===== src/rtl/pc_update_unit.sv =====
// -----------------------------------------------------------------------------
// pc_update_unit
//
// Holds the architectural program counter of a multi-cycle CPU. In normal
// operation the PC is loaded from the PC-source selector when an unconditional
// write is requested, or when a conditional (branch) write is requested and the
// branch condition derived from the ALU flags holds. An exception request takes
// the unit through a short sequence: save the faulting PC (pc - 4) into epc,
// then load the handler address chosen by the exception cause.
//
// Parameters
//   RESET_PC      PC value after reset
//   VEC_OPCODE    handler address for cause 0 (nonexistent opcode)
//   VEC_OVERFLOW  handler address for cause 1 (arithmetic overflow)
//   VEC_DIVZERO   handler address for cause 2 (divide by zero)
//
// Ports
//   clk              in   1   clock, all state changes on the rising edge
//   reset            in   1   synchronous active-high reset
//   pc_next          in  32   candidate next PC
//   pc_write         in   1   unconditional PC write request
//   pc_write_cond    in   1   conditional (branch) PC write request
//   branch_type      in   2   00 beq, 01 bne, 10 bgt, 11 ble
//   zero             in   1   ALU equal flag
//   gt               in   1   ALU greater-than flag
//   exc_req          in   1   exception request (single-cycle pulse)
//   exc_code         in   2   exception cause, 11 is reserved and ignored
//   pc               out 32   current program counter
//   epc              out 32   saved exception PC
//   exc_busy         out  1   exception sequence in progress
//   pc_update_count  out 32   number of PC loads since reset (wraps)
// -----------------------------------------------------------------------------
module pc_update_unit #(
    parameter logic [31:0] RESET_PC     = 32'h0000_0000,
    parameter logic [31:0] VEC_OPCODE   = 32'h0000_00FD,
    parameter logic [31:0] VEC_OVERFLOW = 32'h0000_00FE,
    parameter logic [31:0] VEC_DIVZERO  = 32'h0000_00FF
) (
    input  logic        clk,
    input  logic        reset,
    input  logic [31:0] pc_next,
    input  logic        pc_write,
    input  logic        pc_write_cond,
    input  logic [1:0]  branch_type,
    input  logic        zero,
    input  logic        gt,
    input  logic        exc_req,
    input  logic [1:0]  exc_code,
    output logic [31:0] pc,
    output logic [31:0] epc,
    output logic        exc_busy,
    output logic [31:0] pc_update_count
);

    typedef enum logic [1:0] {
        StRun     = 2'b00,
        StExcSave = 2'b01,
        StExcJump = 2'b10
    } state_e;

    localparam logic [1:0] CodeReserved = 2'b11;

    state_e      state_q, state_d;
    logic [1:0]  cause_q;
    logic [31:0] pc_q;
    logic [31:0] epc_q;
    logic [31:0] count_q;
    logic        busy_q;

    logic        taken;
    logic        exc_accept;
    logic [31:0] vec_addr;

    // Decoded per-cycle actions, produced by the output process.
    logic        run_pc_we;
    logic        cause_we;
    logic        epc_we;
    logic        vec_load;

    // -------------------------------------------------------------------------
    // Branch condition from the ALU flags
    // -------------------------------------------------------------------------
    always_comb begin
        taken = 1'b0;
        unique case (branch_type)
            2'b00:   taken = zero;
            2'b01:   taken = ~zero;
            2'b10:   taken = gt;
            2'b11:   taken = ~gt;
            default: taken = 1'b0;
        endcase
    end

    // A reserved cause is dropped entirely, so it never wins over a PC write.
    assign exc_accept = exc_req && (exc_code != CodeReserved);

    // -------------------------------------------------------------------------
    // Handler address for the latched cause
    // -------------------------------------------------------------------------
    always_comb begin
        vec_addr = VEC_OPCODE;
        unique case (cause_q)
            2'b00:   vec_addr = VEC_OPCODE;
            2'b01:   vec_addr = VEC_OVERFLOW;
            2'b10:   vec_addr = VEC_DIVZERO;
            // Never latched; kept on a defined handler for safety.
            default: vec_addr = VEC_OPCODE;
        endcase
    end

    // -------------------------------------------------------------------------
    // FSM: state register
    // -------------------------------------------------------------------------
    always_ff @(posedge clk) begin
        if (reset) begin
            state_q <= StRun;
        end else begin
            state_q <= state_d;
        end
    end

    // -------------------------------------------------------------------------
    // FSM: next-state logic
    // -------------------------------------------------------------------------
    always_comb begin
        state_d = state_q;
        unique case (state_q)
            StRun: begin
                if (exc_accept) begin
                    state_d = StExcSave;
                end
            end
            StExcSave: state_d = StExcJump;
            StExcJump: state_d = StRun;
            default:   state_d = StRun;
        endcase
    end

    // -------------------------------------------------------------------------
    // FSM: output decode
    // -------------------------------------------------------------------------
    always_comb begin
        run_pc_we = 1'b0;
        cause_we  = 1'b0;
        epc_we    = 1'b0;
        vec_load  = 1'b0;
        unique case (state_q)
            StRun: begin
                cause_we  = exc_accept;
                // The exception takes the cycle; any PC write request is lost.
                run_pc_we = ~exc_accept && (pc_write || (pc_write_cond && taken));
            end
            StExcSave: epc_we   = 1'b1;
            StExcJump: vec_load = 1'b1;
            default: begin
                run_pc_we = 1'b0;
            end
        endcase
    end

    // -------------------------------------------------------------------------
    // Datapath registers
    // -------------------------------------------------------------------------
    always_ff @(posedge clk) begin
        if (reset) begin
            pc_q    <= RESET_PC;
            epc_q   <= 32'h0000_0000;
            count_q <= 32'h0000_0000;
            cause_q <= 2'b00;
            busy_q  <= 1'b0;
        end else begin
            if (vec_load) begin
                pc_q <= vec_addr;
            end else if (run_pc_we) begin
                pc_q <= pc_next;
            end

            if (vec_load || run_pc_we) begin
                count_q <= count_q + 32'd1;
            end

            // Modulo subtraction: a PC of 0 yields 32'hFFFF_FFFC.
            if (epc_we) begin
                epc_q <= pc_q - 32'd4;
            end

            if (cause_we) begin
                cause_q <= exc_code;
            end

            // Registered decode of the upcoming state keeps exc_busy glitch-free.
            busy_q <= (state_d != StRun);
        end
    end

    assign pc              = pc_q;
    assign epc             = epc_q;
    assign exc_busy        = busy_q;
    assign pc_update_count = count_q;

endmodule


===== config.mk =====
export PLATFORM = sky130hd
export DESIGN_NAME = pc_update_unit
export DESIGN_NICKNAME = d
export VERILOG_FILES = /design/src/rtl/pc_update_unit.sv
export SDC_FILE = /design/constraint.sdc
export NUM_CORES = 1
export LEC_CHECK = 0
export CAP_MARGIN = 20
export CORE_ASPECT_RATIO = 0.6
export CORE_MARGIN = 3
export CORE_UTILIZATION = 43
export DETAILED_ROUTE_END_ITERATION = 12
export GPL_TIMING_DRIVEN = 0
export PLACE_DENSITY = 0.76
export SETUP_SLACK_MARGIN = 0.05
export SLEW_MARGIN = 20
export SYNTH_ARGS = -nofsm -noshare
export SYNTH_HDL_FRONTEND = slang
export SYNTH_SLANG_ARGS = --single-unit

===== constraint.sdc =====
create_clock -name clk -period 1.9 [get_ports clk]
set_input_delay 0.285 -clock clk [delete_from_list [all_inputs] [get_ports clk]]
set_output_delay 0.285 -clock clk [all_outputs]
set_load 0.05 [all_outputs]

* Word-level counts from Yosys, hierarchy flattened *
Cells that the tools add are included.

storage, ports and cells
  logic and storage cells = 38
  output and inout bits = 97
  bits in registers = 101
  input port bits = 43

operators by class
  reduce and logical (&&, ||, !) cells = 9
  eq/ne operators = 8
  bitwise logic cells = 3
  add/sub/neg operators = 2
  mux-type cells = 10

operators with widths
  kind                     number
  $mux W32                 2
  $add A32 B1 Y32 const B  1
  $sub A32 B3 Y32 const B  1
  $eq A2 B2 Y1 const B     4
  $pmux W2 S2              2
  $eq A2 B1 Y1 const B     3
  $logic_not A2 Y1         2
  $mux W1                  4
  $pmux W1 S4              1
  $reduce_bool A2 Y1       2
  $logic_and A1 B1 Y1      3
  $not A1 Y1               3
  $logic_or A1 B1 Y1       2
  $mux W2                  1
  $ne A2 B2 Y1 const B     1

* Depth between registers and ports, before layout *
  depth after elaboration = 8
  mapped depth = 8
  mapped depth without buffers = 7

* Least setup slack after synthesis *
No wires, ideal clock.

  path type = register -> register
  start point = register count_q[0] (netlist: pc_update_count[0])
  end point = register count_q[16] (netlist: pc_update_count[16])
  cell stages (with the launch flop) = 7
  slack = -0.464 ns
  buffers on the path = 0
  required time = 1.768 ns
  arrival = 2.231 ns
  clock period less this slack = 2.364 ns
  library setup time = 0.132 ns
  cells stage by stage = dfxtp_1 ha_1 nand3_1 or4_4 a2111oi_4 a31o_2 a21oi_1

between the ends
  cells in the longest elaborated chain, start to end = 1

ends and longest elaborated chain
  element                 RTL line  source
  from (decl)             67        logic [31:0] count_q;
  from (signal assigned)  179       count_q <= count_q + 32'd1;
  $add A32 B1 Y32         179

No other way between the ends.
A chain may end at the register's enable or synchronous reset.

* Final worst setup path *
  start point = register pc_q[2] (netlist: pc[2])
  end point = register epc_q[26] (netlist: epc[26])

between the ends
  cells in the longest elaborated chain, start to end = 1

ends and longest elaborated chain
  element                 RTL line  source
  from (decl)             65        logic [31:0] pc_q;
  from (signal assigned)  173       pc_q <= vec_addr;
  from (signal assigned)  175       pc_q <= pc_next;
  $sub A32 B3 Y32         184       epc_q <= pc_q - 32'd4;
  to (signal assigned)    184
  to (decl)               66        logic [31:0] epc_q;

No other way between the ends.

==> reports/metrics.yaml <==
ios: 140
gp_congestion: 0.888
dp_hpwl_um: 11600
yosys.area.top_type: "dfxtp_1"
nets: 807
period_needed_ns: 1.97
p_leak_nw: 3.09
start_kind: "flop"
met1_usage_pct: 37.4
critPathArrivalTime_ns: 2.21
hold_start: "exc_code[1]"
wirelength_um: 17100
tritoncts: "built"
area_delta_synth_final_pct: 58.1
yosys-top-cells-area: "dfxtp_1 42%, nand2_1 6.7%, a21oi_1 5.2%, nor2_1 4.3%, xnor2_1 3.6%"
clk_pin_slew_ns: 0.07
drc: 0
drt_pass1_iterations: 5
violations: "setup timing"
grt-ovfl-total: 0
die_h_um: 88.0
cp.required_ns: 2.14
clk_latency_ns: 0.34
track_usage_pct: 25.9
ff2ff_setup_slack_ns: -0.07
finalWorstSetupSlack_ns: -0.0675
muxShareOfSynthArea_pct: 1.66
p_int_mw: 3.81
postSynth.asyncResetShare_pct: 0
drive_above_1_share_pct: 24.2
grt_pass1_vias: 4908
ir_drop_v: 0.000484
p_switching_mw: 2.08
drt_iter0_markers: 386
power.combinational.fraction_pct: 29.9
yosys.area.top_type_share_pct: 42.0
cts_buffers: 9
drtAntennaViolNets: 0
core_area_um2: 10700
initial_core_util_pct: 44.8
timing.fmax_ghz: 0.508
max_cap_violations: 0
synthCells: 564
syn-num-nets: 610
syn-cell-area_um2: 4810
clkPwrFrac_pct: 29.9
synth_xor_area_share_pct: 5.64
via_per_inst: 5.73
hold_violations: 0
synth_edf_count: 0
hold_path_depth: 3
ys_seq_area_share_pct: 42.0
finalSetupViolations: 5
ys.flop_type: "dfxtp_1"
fp.dieArea_um2: 12500
min_path_type: "in -> reg"
finalSetupTns_ns: -0.178
pwr-share-seq_pct: 40.2
rr_worst_depth: 8
avgSynthCellArea_um2: 8.53
power_density_nw_per_um2: 774
fp.dieW_um: 143
outcome: "finished with violations"
crit_type: "reg -> reg"
num_rows: 29
synth.top_cells.by_count: "101 x dfxtp_1, 86 x nand2_1, 55 x nor2_1"
timing.rr.start: "pc[2]"
final_util_pct: 70.9
grt_pass1_wl_um: 25700
yosysWarnings: 0
crit_fanout: 5
swShare_pct: 35.3
rsz0062_at_grt: "true"
end_kind: "flop"
cts_root_buf: "clkbuf_16"
synth-simple-area-share_pct: 28.2
vias: 5189
io_buffer_count: 138
grt_antenna_before_repair: 0
htreeDepth: 3
synth_most_common_cell: "dfxtp_1"
synth_top_family_by_area: "simple AND/OR/NAND/NOR gates"
wire_per_inst_um: 18.9
slew_viol_final: 0
grtUsageMet3_pct: 7.20
use_met2_pct: 38.0
fin_skew_ns: 0.00748
tightest_slew_ns: 0.735
synth_cell_types: 58
cts.sinks: 101
post-route-period-util_pct: 104
diodes: 0
synthAdderAreaFrac_pct: 0.780
r2r-end: "epc[26]"
ctsLongestPathBuffers: 2
top_usage_layer: "met2"
synth-compound-area-share_pct: 18.0
whs_endpoint: "cause_q[1]"
synth-seq-cells: 101
relSlewSlack_pct: 51.0
grt_max_degree: 19
repair_timing:
action,4_1_cts,5_1_grt
gates cloned,3,1
endpoints found under the setup margin,108,102
hold buffers,0,0
setup buffers,24,21
resized for setup,88,82
pin swaps,18,31
cell usage in the layout (no fill, tap or decap), drive strengths merged, types with 5 or more instances in the layout:
master / netlist / final
a211oi: 25 / 25
a21oi: 50 / 50
a311oi: 5 / 5
a31oi: 8 / 8
and2: 5 / 5
and3: 7 / 7
buf: 11 / 56
clkbuf: 21 / 32
clkdlybuf4s50: 0 / 79
dfxtp: 101 / 101
dlygate4sd2: 0 / 38
dlymetal6s2s: 0 / 21
inv: 10 / 12
mux2i: 5 / 5
nand2: 86 / 86
nand2b: 5 / 5
nand3: 12 / 12
nand4: 17 / 18
nor2: 55 / 55
nor3: 6 / 6
nor4: 19 / 19
o21ai: 19 / 19
o31ai: 7 / 7
or3: 13 / 13
or4: 10 / 10
xnor2: 20 / 20
xor2: 11 / 11
area by class of cell:
class                           instances  area [um2]
Multi-Input combinational cell        422        3040
Fill cell                             782        3130
Tap cell                              139         174
Clock buffer                            9         225
Sequential cell                       101        2090
Timing Repair Buffer                  185        1780
Clock inverter                          7        60.1
Inverter                               10        42.5
Buffer                                 32         205
per-stage QoR:
stage	std cells	setup WS (ns)	power (mW)	hold slack [ns]	instance area [um2]
final	905	-0.0675	5.89	0.309	7610
after detailed placement	841	-0.784	3.79	0.462	6460
after global routing	905	-0.146	6.09	0.336	7610
after floorplan	564	0.0365	3.31	0.413	4910
after CTS	884	0.0128	5.69	0.459	7150
after global placement	841	-0.656	3.75	0.448	6460
kinds of logic (layout without fill, tap and decap cells):
group           Yosys count  after routing
fa+ha+maj                 3              3
mux                       7              7
simple gates            250            251
buf+inv                  42            243
flops                   101            101
compound gates          130            130
xor+xnor                 31             31
routing by layer:
layer,share of wire (%),vias up
met5,0,-
met3,8.5,33
met2,44,215
li1,-,2435
met4,1.7,0
met1,46,2506
worst max path at each step:
| stage | start | end | slack [ns] | cells past startpoint |
|---|---|---|---|---|
| global placement | branch_type[1] | pc[12] | -0.66 | 7 |
| floorplan | pc_update_count[1] | pc_update_count[16] | 0.04 | 6 |
| global route | pc[4] | epc[30] | -0.15 | 5 |
| CTS | pc[18] | epc[30] | 0.01 | 6 |
| finish | pc[2] | epc[26] | -0.07 | 8 |
| detailed placement | branch_type[1] | pc[18] | -0.78 | 7 |
registers in the layout (all words and copies together), names as in the netlist:
| name | flops |
|---|---|
| cause_q | 2 |
| state_q | 2 |
| epc | 32 |
| pc_update_count | 32 |
| exc_busy | 1 |
| pc | 32 |
worst max-delay path, stage by stage (launching register included):
cell and delay [ns]:
dfxtp_4 0.36, inv_4 0.06, ha_4 0.13, nor4b_4 0.32
nand4_4 0.27, buf_4 0.23, nor4_4 0.15, xnor2_1 0.10
a211oi_1 0.24
power groups by stage:
| stage | combinational [mW] | sequential (mW) | clock (mW) |
|---|---|---|---|
| 2_1_floorplan | 0.581 | 2.72 | 0 |
| 4_1_cts | 1.55 | 2.36 | 1.77 |
| 3_3_place_gp | 1.36 | 2.39 | 0 |
| 5_1_grt | 1.86 | 2.38 | 1.85 |
| 6_report | 1.76 | 2.37 | 1.76 |
| 3_5_place_dp | 1.39 | 2.40 | 0 |
Note: power is estimated with default switching activity, not from simulation.
